**src/rtl/tx_msg_pkg.sv**
```systemverilog
// Shared types and defaults for the UART Tx message sequencer.
// Optional checksum byte is enabled by defining TX_MSG_SEQ_CHECKSUM_EN.
package tx_msg_pkg;

   localparam int unsigned DATA_W_DEF   = 8;
   localparam logic [2:0]  BAUD_SEL_DEF = 3'b111;

   typedef enum logic [2:0] {
      IDLE,
      LOAD,
      ACK,
      XMIT,
      GAP,
      LAST,
      CSUM
   } state_t;

endpackage

```
**src/rtl/tx_msg_buf.sv**
```systemverilog
// DEPTH x DATA_W pattern register file: synchronous write, combinational read,
// entry i resets to i.
module tx_msg_buf
   import tx_msg_pkg::*;
#(
   parameter int unsigned DATA_W = DATA_W_DEF,
   parameter int unsigned DEPTH  = 4,
   parameter int unsigned AW     = $clog2(DEPTH)
) (
   input  logic              clk,
   input  logic              reset,
   input  logic              we,
   input  logic [AW-1:0]     waddr,
   input  logic [DATA_W-1:0] wdata,
   input  logic [AW-1:0]     raddr,
   output logic [DATA_W-1:0] rdata
);

   logic [DATA_W-1:0] mem [DEPTH];

   always_ff @(posedge clk) begin
      if (reset) begin
         for (int i = 0; i < int'(DEPTH); i++) begin
            mem[i] <= DATA_W'(i);
         end
      end else if (we) begin
         mem[waddr] <= wdata;
      end
   end

   assign rdata = mem[raddr];

endmodule

```
**src/rtl/tx_msg_sequencer.sv**
```systemverilog
// Sends the first N pattern bytes to the UART Tx core with write/busy handshake,
// one-shot or looping, with inter-byte gap, ack timeout and clean stop.
// Define TX_MSG_SEQ_CHECKSUM_EN to append an XOR checksum byte to every pass.
module tx_msg_sequencer
   import tx_msg_pkg::*;
#(
   parameter int unsigned DATA_W      = DATA_W_DEF,
   parameter int unsigned DEPTH       = 4,
   parameter logic [2:0]  BAUD_SEL    = BAUD_SEL_DEF,
   parameter int unsigned GAP_W       = 8,
   parameter int unsigned ACK_TIMEOUT = 15,
   localparam int unsigned AW         = $clog2(DEPTH)
) (
   input  logic              clk,
   input  logic              reset,
   input  logic              start,
   input  logic              stop,
   input  logic              loop_mode,
   input  logic [AW:0]       msg_len,
   input  logic [GAP_W-1:0]  gap_cycles,
   input  logic              wr_en,
   input  logic [AW-1:0]     wr_addr,
   input  logic [DATA_W-1:0] wr_data,
   input  logic              Tx_BUSY,
   output logic              Tx_EN,
   output logic              Tx_WR,
   output logic [DATA_W-1:0] Tx_DATA,
   output logic [2:0]        Tx_baud_select,
   output logic              busy,
   output logic [AW-1:0]     byte_idx,
   output logic              done,
   output logic              err
);

   localparam int unsigned TO_W = $clog2(ACK_TIMEOUT + 1);

   state_t            state, state_d;
   logic [AW-1:0]     idx_d, last_idx, last_d;
   logic              loop_q, loop_d;
   logic [GAP_W-1:0]  gap_q, gap_d, gap_cnt, gap_cnt_d;
   logic [TO_W-1:0]   ack_cnt, ack_cnt_d;
   logic              stop_pend, stop_d;
   logic              wrap_q, wrap_d;
   logic              wr_d, done_d, err_d;
   logic [DATA_W-1:0] data_d, rd_data;
   logic              buf_we_c, stop_now_c, is_last_c, final_c;
`ifdef TX_MSG_SEQ_CHECKSUM_EN
   logic [DATA_W-1:0] csum_q, csum_d;
   logic              in_csum, in_csum_d;
`endif

   assign buf_we_c       = wr_en && (state == IDLE);
   assign Tx_EN          = busy;
   assign Tx_baud_select = BAUD_SEL;

   tx_msg_buf #(
      .DATA_W (DATA_W),
      .DEPTH  (DEPTH),
      .AW     (AW)
   ) u_buf (
      .clk   (clk),
      .reset (reset),
      .we    (buf_we_c),
      .waddr (wr_addr),
      .wdata (wr_data),
      .raddr (byte_idx),
      .rdata (rd_data)
   );

   // State and output registers
   always_ff @(posedge clk) begin
      if (reset) begin
         state     <= IDLE;
         byte_idx  <= '0;
         last_idx  <= '0;
         loop_q    <= 1'b0;
         gap_q     <= '0;
         gap_cnt   <= '0;
         ack_cnt   <= '0;
         stop_pend <= 1'b0;
         wrap_q    <= 1'b0;
         Tx_WR     <= 1'b0;
         Tx_DATA   <= '1;
         busy      <= 1'b0;
         done      <= 1'b0;
         err       <= 1'b0;
`ifdef TX_MSG_SEQ_CHECKSUM_EN
         csum_q    <= '0;
         in_csum   <= 1'b0;
`endif
      end else begin
         state     <= state_d;
         byte_idx  <= idx_d;
         last_idx  <= last_d;
         loop_q    <= loop_d;
         gap_q     <= gap_d;
         gap_cnt   <= gap_cnt_d;
         ack_cnt   <= ack_cnt_d;
         stop_pend <= stop_d;
         wrap_q    <= wrap_d;
         Tx_WR     <= wr_d;
         Tx_DATA   <= data_d;
         busy      <= (state_d != IDLE);
         done      <= done_d;
         err       <= err_d;
`ifdef TX_MSG_SEQ_CHECKSUM_EN
         csum_q    <= csum_d;
         in_csum   <= in_csum_d;
`endif
      end
   end

   assign stop_now_c = stop_pend || stop;
   assign is_last_c  = (byte_idx == last_idx);
`ifdef TX_MSG_SEQ_CHECKSUM_EN
   assign final_c    = in_csum;
`else
   assign final_c    = is_last_c;
`endif

   // Next-state and next-output logic
   always_comb begin
      state_d   = state;
      idx_d     = byte_idx;
      last_d    = last_idx;
      loop_d    = loop_q;
      gap_d     = gap_q;
      gap_cnt_d = gap_cnt;
      ack_cnt_d = ack_cnt;
      stop_d    = (state != IDLE) && stop_now_c;
      wrap_d    = wrap_q;
      wr_d      = 1'b0;
      data_d    = Tx_DATA;
      done_d    = 1'b0;
      err_d     = 1'b0;
`ifdef TX_MSG_SEQ_CHECKSUM_EN
      csum_d    = csum_q;
      in_csum_d = in_csum;
`endif

      case (state)
         IDLE: begin
            if (start) begin
               loop_d = loop_mode;
               gap_d  = gap_cycles;
               if ((msg_len == '0) || (msg_len > (AW+1)'(DEPTH))) begin
                  last_d = AW'(DEPTH - 1);
               end else begin
                  last_d = AW'(msg_len - (AW+1)'(1));
               end
               idx_d   = '0;
               wrap_d  = 1'b0;
               state_d = LOAD;
`ifdef TX_MSG_SEQ_CHECKSUM_EN
               csum_d    = '0;
               in_csum_d = 1'b0;
`endif
            end
         end

         LOAD: begin
            if (!Tx_BUSY) begin
               wr_d      = 1'b1;
               data_d    = rd_data;
               ack_cnt_d = '0;
               state_d   = ACK;
`ifdef TX_MSG_SEQ_CHECKSUM_EN
               if (in_csum) begin
                  data_d = csum_q;
               end else begin
                  csum_d = csum_q ^ rd_data;
               end
`endif
            end
         end

         ACK: begin
            if (Tx_BUSY) begin
               state_d = XMIT;
            end else if (ack_cnt == TO_W'(ACK_TIMEOUT - 1)) begin
               err_d   = 1'b1;
               state_d = IDLE;
            end else begin
               ack_cnt_d = ack_cnt + TO_W'(1);
            end
         end

         XMIT: begin
            if (!Tx_BUSY) begin
               if (stop_now_c) begin
                  state_d = final_c ? LAST : IDLE;
`ifdef TX_MSG_SEQ_CHECKSUM_EN
               end else if (is_last_c && !in_csum) begin
                  state_d = CSUM;
`endif
               end else if (final_c) begin
                  state_d = LAST;
               end else if (gap_q == '0) begin
                  idx_d   = byte_idx + AW'(1);
                  state_d = LOAD;
               end else begin
                  gap_cnt_d = '0;
                  wrap_d    = 1'b0;
                  state_d   = GAP;
               end
            end
         end

         // wrap_q marks a gap that follows a pass end, where byte_idx is already 0
         GAP: begin
            if ((gap_cnt + GAP_W'(1)) == gap_q) begin
               idx_d   = wrap_q ? byte_idx : byte_idx + AW'(1);
               state_d = LOAD;
            end else begin
               gap_cnt_d = gap_cnt + GAP_W'(1);
            end
         end

         LAST: begin
            done_d = 1'b1;
`ifdef TX_MSG_SEQ_CHECKSUM_EN
            in_csum_d = 1'b0;
`endif
            if (loop_q && !stop_now_c) begin
               idx_d = '0;
`ifdef TX_MSG_SEQ_CHECKSUM_EN
               csum_d = '0;
`endif
               if (gap_q == '0) begin
                  state_d = LOAD;
               end else begin
                  gap_cnt_d = '0;
                  wrap_d    = 1'b1;
                  state_d   = GAP;
               end
            end else begin
               state_d = IDLE;
            end
         end

`ifdef TX_MSG_SEQ_CHECKSUM_EN
         CSUM: begin
            in_csum_d = 1'b1;
            state_d   = LOAD;
         end
`endif

         default: state_d = IDLE;
      endcase
   end

endmodule
```
**config.mk**
```make
export PLATFORM = sky130hd
export DESIGN_NAME = tx_msg_sequencer
export DESIGN_NICKNAME = d
export VERILOG_FILES = /design/src/rtl/tx_msg_pkg.sv /design/src/rtl/tx_msg_buf.sv /design/src/rtl/tx_msg_sequencer.sv
export SDC_FILE = /design/constraint.sdc
export NUM_CORES = 1
export LEC_CHECK = 0
export CAP_MARGIN = 40
export CORE_UTILIZATION = 43
export CTS_BUF_LIST = sky130_fd_sc_hd__clkbuf_4 sky130_fd_sc_hd__clkbuf_8
export CTS_CLUSTER_SIZE = 12
export DETAILED_ROUTE_END_ITERATION = 12
export GPL_ROUTABILITY_DRIVEN = 0
export PLACE_DENSITY = 0.72
export SYNTH_ARGS = -nofsm -noshare
export SYNTH_HDL_FRONTEND = slang
export SYNTH_SLANG_ARGS = --single-unit
```
**constraint.sdc**
```tcl
create_clock -name clk -period 7.05 [get_ports clk]
set_input_delay 1.7625 -clock clk [delete_from_list [all_inputs] [get_ports clk]]
set_output_delay 1.7625 -clock clk [all_outputs]
set_load 0.01 [all_outputs]
```
==> flow_summary.ini <==
[route]
first_pass_iters = 4
drtIter0Drc = 114
wire_per_inst_um = 15.1
avgViaCountPerCell = 5.34
drc = 0
vias = 2699
drt-total-wl_um = 7640
postRouteAntennaNets = 0

[status]
status = finished, final reports clean

[setup_path]
r2r-start = gap_cnt[0]
path_delay_family = flip-flops
timing.critical_path.depth = 1
cp.required_ns = 5.29
cp-end-kind = output pin
critical_path_buf_inv_count = 1
rrSetupSlack_ns = 4.16
r2r_end = byte_idx[1]
reg2reg_depth = 7
max_stage_delay_ns = 0.83
cp_cell_sequence = clkdlybuf4s50_1
crit_type = flop to output pin
crit_path_end = byte_idx[0]
startpoint_type = flop
crit_start = byte_idx[0]
cp.arrival_ns = 1.86
slowest_stage = dfxtp_1
path_max_fanout = 15

[cts]
postCtsSetupRepairBufs = 0
cts.sinks = 74
clock-root-buffer = clkbuf_8
post_cts_resized = 0
clock_path_buffers = 2
tritoncts = yes
cts-hold-fix-buffers = 0
clkTransAtPathRegs_ns = 0.08
cts_max_level = 3
clock_latency_ns = 0.34
numCtsBuffers = 9

[sta]
hold_viol = 0
fin_crit_ns = 3.62
slew_viol_final = 0
worst_pin_slew_ns = 0.924
period_share_pct = 51.4
clock_skew_ns = 0.0112
rsz0062_at_grt = no
totalNegativeSetupSlack_ns = 0
maxSlewHeadroom_pct = 37.5
finalSetupViolCount = 0
max_freq_ghz = 0.276

[grt]
antenna_found_initial = 0
grt_pass1_wl_um = 12600
grt.total_usage_pct = 19.2
grt_overflow = 0
grt_max_degree = 49
grt_pass1_vias = 2622

[die]
rows = 33
fp.dieW_um = 93.9
initial_core_util_pct = 44.4
dieArea_sq_mm = 0.00881
die_height_um = 93.9
pin_count = 46
core-area_sq_mm = 0.00818

[worst_hold_path]
hp-class = flop to flop

[final_layout]
nNetsFinal = 427
fill_cells = 728
seq_area_sq_mm = 0.00180
multi_input_area_sq_mm = 0.00169
area_delta_synth_final_pct = 19.9
antenna_cells = 0
drive_gt1_share_pct = 10.0

[logic_synthesis]
syn-cell-area_sq_mm = 0.00363
synth-edff-count = 32
synthCells = 358
async_reset_ff_share_pct = 0
ys_warn_count = 0
synth_top_family_by_area = simple AND/OR/NAND/NOR gates
ys_seq_area_share_pct = 49.6
synth_top_flop_cell = dfxtp_1
synth-xor-area-share_pct = 3.86
synthMuxAreaShare_pct = 4.96
synthSimpleGateAreaFrac_pct = 25.6
synthAdderAreaFrac_pct = 1.38
ys_ff_latch = 74
synth_compound_area_share_pct = 10.5
avgSynthCellArea_sq_um = 10.1
ys_types = 54

[job]
maxCapViolations = 0

[pwr]
p_leak_nw = 1.63
power_density_mw_per_mm2 = 232
peakVddDrop_uv = 109
p_total_mw = 1.01

[place]
port_buffers = 42
dp_hpwl_um = 5610
==> metrics by stage <==
stage          instances  instance area, sq um  hold slack (ns)  setup slack [ns]  util, %
2_1_floorplan        360                  3640            0.436              3.85        -
3_3_place_gp         487                  4090            0.464              3.15     50.0
3_5_place_dp         488                  4100            0.474              3.06     50.1
4_1_cts              504                  4350            0.489              3.39     53.2
5_1_grt              505                  4350            0.512              3.24     53.2
6_report             505                  4350            0.482              3.43     53.2
==> placed cells by master (no fill, tap or decap), types with 5 or more instances in the layout <==
cell              n
nand3_1          11
a21oi_1          17
or3_1             6
and2_1           30
edfxtp_1         32
xnor2_1           9
dfxtp_1          42
mux4_2            8
or4_1             5
nand3b_1         10
nand2b_1          6
clkbuf_8         10
clkdlybuf4s50_1  42
inv_1             8
nand2_1          52
nor3_1           10
xor2_1            7
o211ai_1          5
nor2_1           21
==> sequential cells by signal (all words and copies together) (netlist names) <==
register and cells:
u_buf.mem 32, ack_cnt 4, wrap_q 1, gap_q 8, loop_q 1, byte_idx 2
stop_pend 1, Tx_WR 1, gap_cnt 8, Tx_EN 1, done 1, Tx_DATA 8
err 1, state 3, last_idx 2
==> per-layer routing <==
metal	global-route usage, %	routed length (um)	vias to the layer above
met5	0	0	-
met4	11.3	159	0
met3	3.07	367	8
met2	32.8	3950	60
met1	22.7	3160	1283
li1	-	-	1348
==> synth_stat cells (all sizes together) (4+ instances only) <==
master  count  share of area, %
inv         8              0.83
dfxtp      42                23
nor4        4              0.69
or4         5               1.0
nor4b       4               1.4
mux4        8               5.0
xnor2       9               2.2
nor2       21               2.2
buf        10               1.9
nand2      54               5.9
nand2b      6               1.0
xor2        7               1.7
ha          4               1.4
edfxtp     32                26
a211oi      4              0.83
clkbuf     12               1.2
nand3b     10               2.1
nor3       10               1.4
o211ai      5               1.0
a21oi      17               2.3
or2         4              0.69
nand3      12               1.8
or3         6               1.0
and2       30               5.2
==> area by class of cell <==
cell class	count	area share, %
Clock buffer	10	3.16
Clock inverter	6	2.59
Tap cell	105	3.02
Sequential cell	74	41.4
Timing Repair Buffer	46	10.2
Multi-Input combinational cell	256	38.9
Inverter	8	0.690
==> worst reg2reg max path, delay by kind of cell, from the launching register on <==
family,cells,cell delay [ns]
flip-flops,1,0.41
AND/OR/NAND/NOR,3,1.30
adder cells (fa/ha/maj),1,0.30
AO/OA/AOI/OAI,3,0.84
==> cells by family after synthesis <==
| logic type | after synthesis |
|---|---|
| AND/OR/NAND/NOR | 173 |
| flip-flops | 74 |
| AO/OA/AOI/OAI | 52 |
| buffers and inverters | 30 |
| XOR/XNOR | 16 |
| multiplexers | 8 |
| adder cells (fa/ha/maj) | 4 |
| other | 1 |
==> power breakdown <==
part,internal [mW],switching (mW)
sequential,0.469,0.0165
combinational,0.0550,0.0593
clock,0.246,0.163
==> worst min path at each step <==
stage	from	to	slack (ns)	depth (start not counted)
5_1_grt	Tx_DATA[3]	Tx_DATA[3]	0.51	2
3_3_place_gp	loop_q	loop_q	0.46	2
4_1_cts	Tx_DATA[4]	Tx_DATA[4]	0.49	2
2_1_floorplan	loop_q	loop_q	0.44	2
6_report	Tx_DATA[7]	Tx_DATA[7]	0.48	2
3_5_place_dp	Tx_DATA[2]	Tx_DATA[2]	0.47	2
Power figures use the tool's default switching activity.
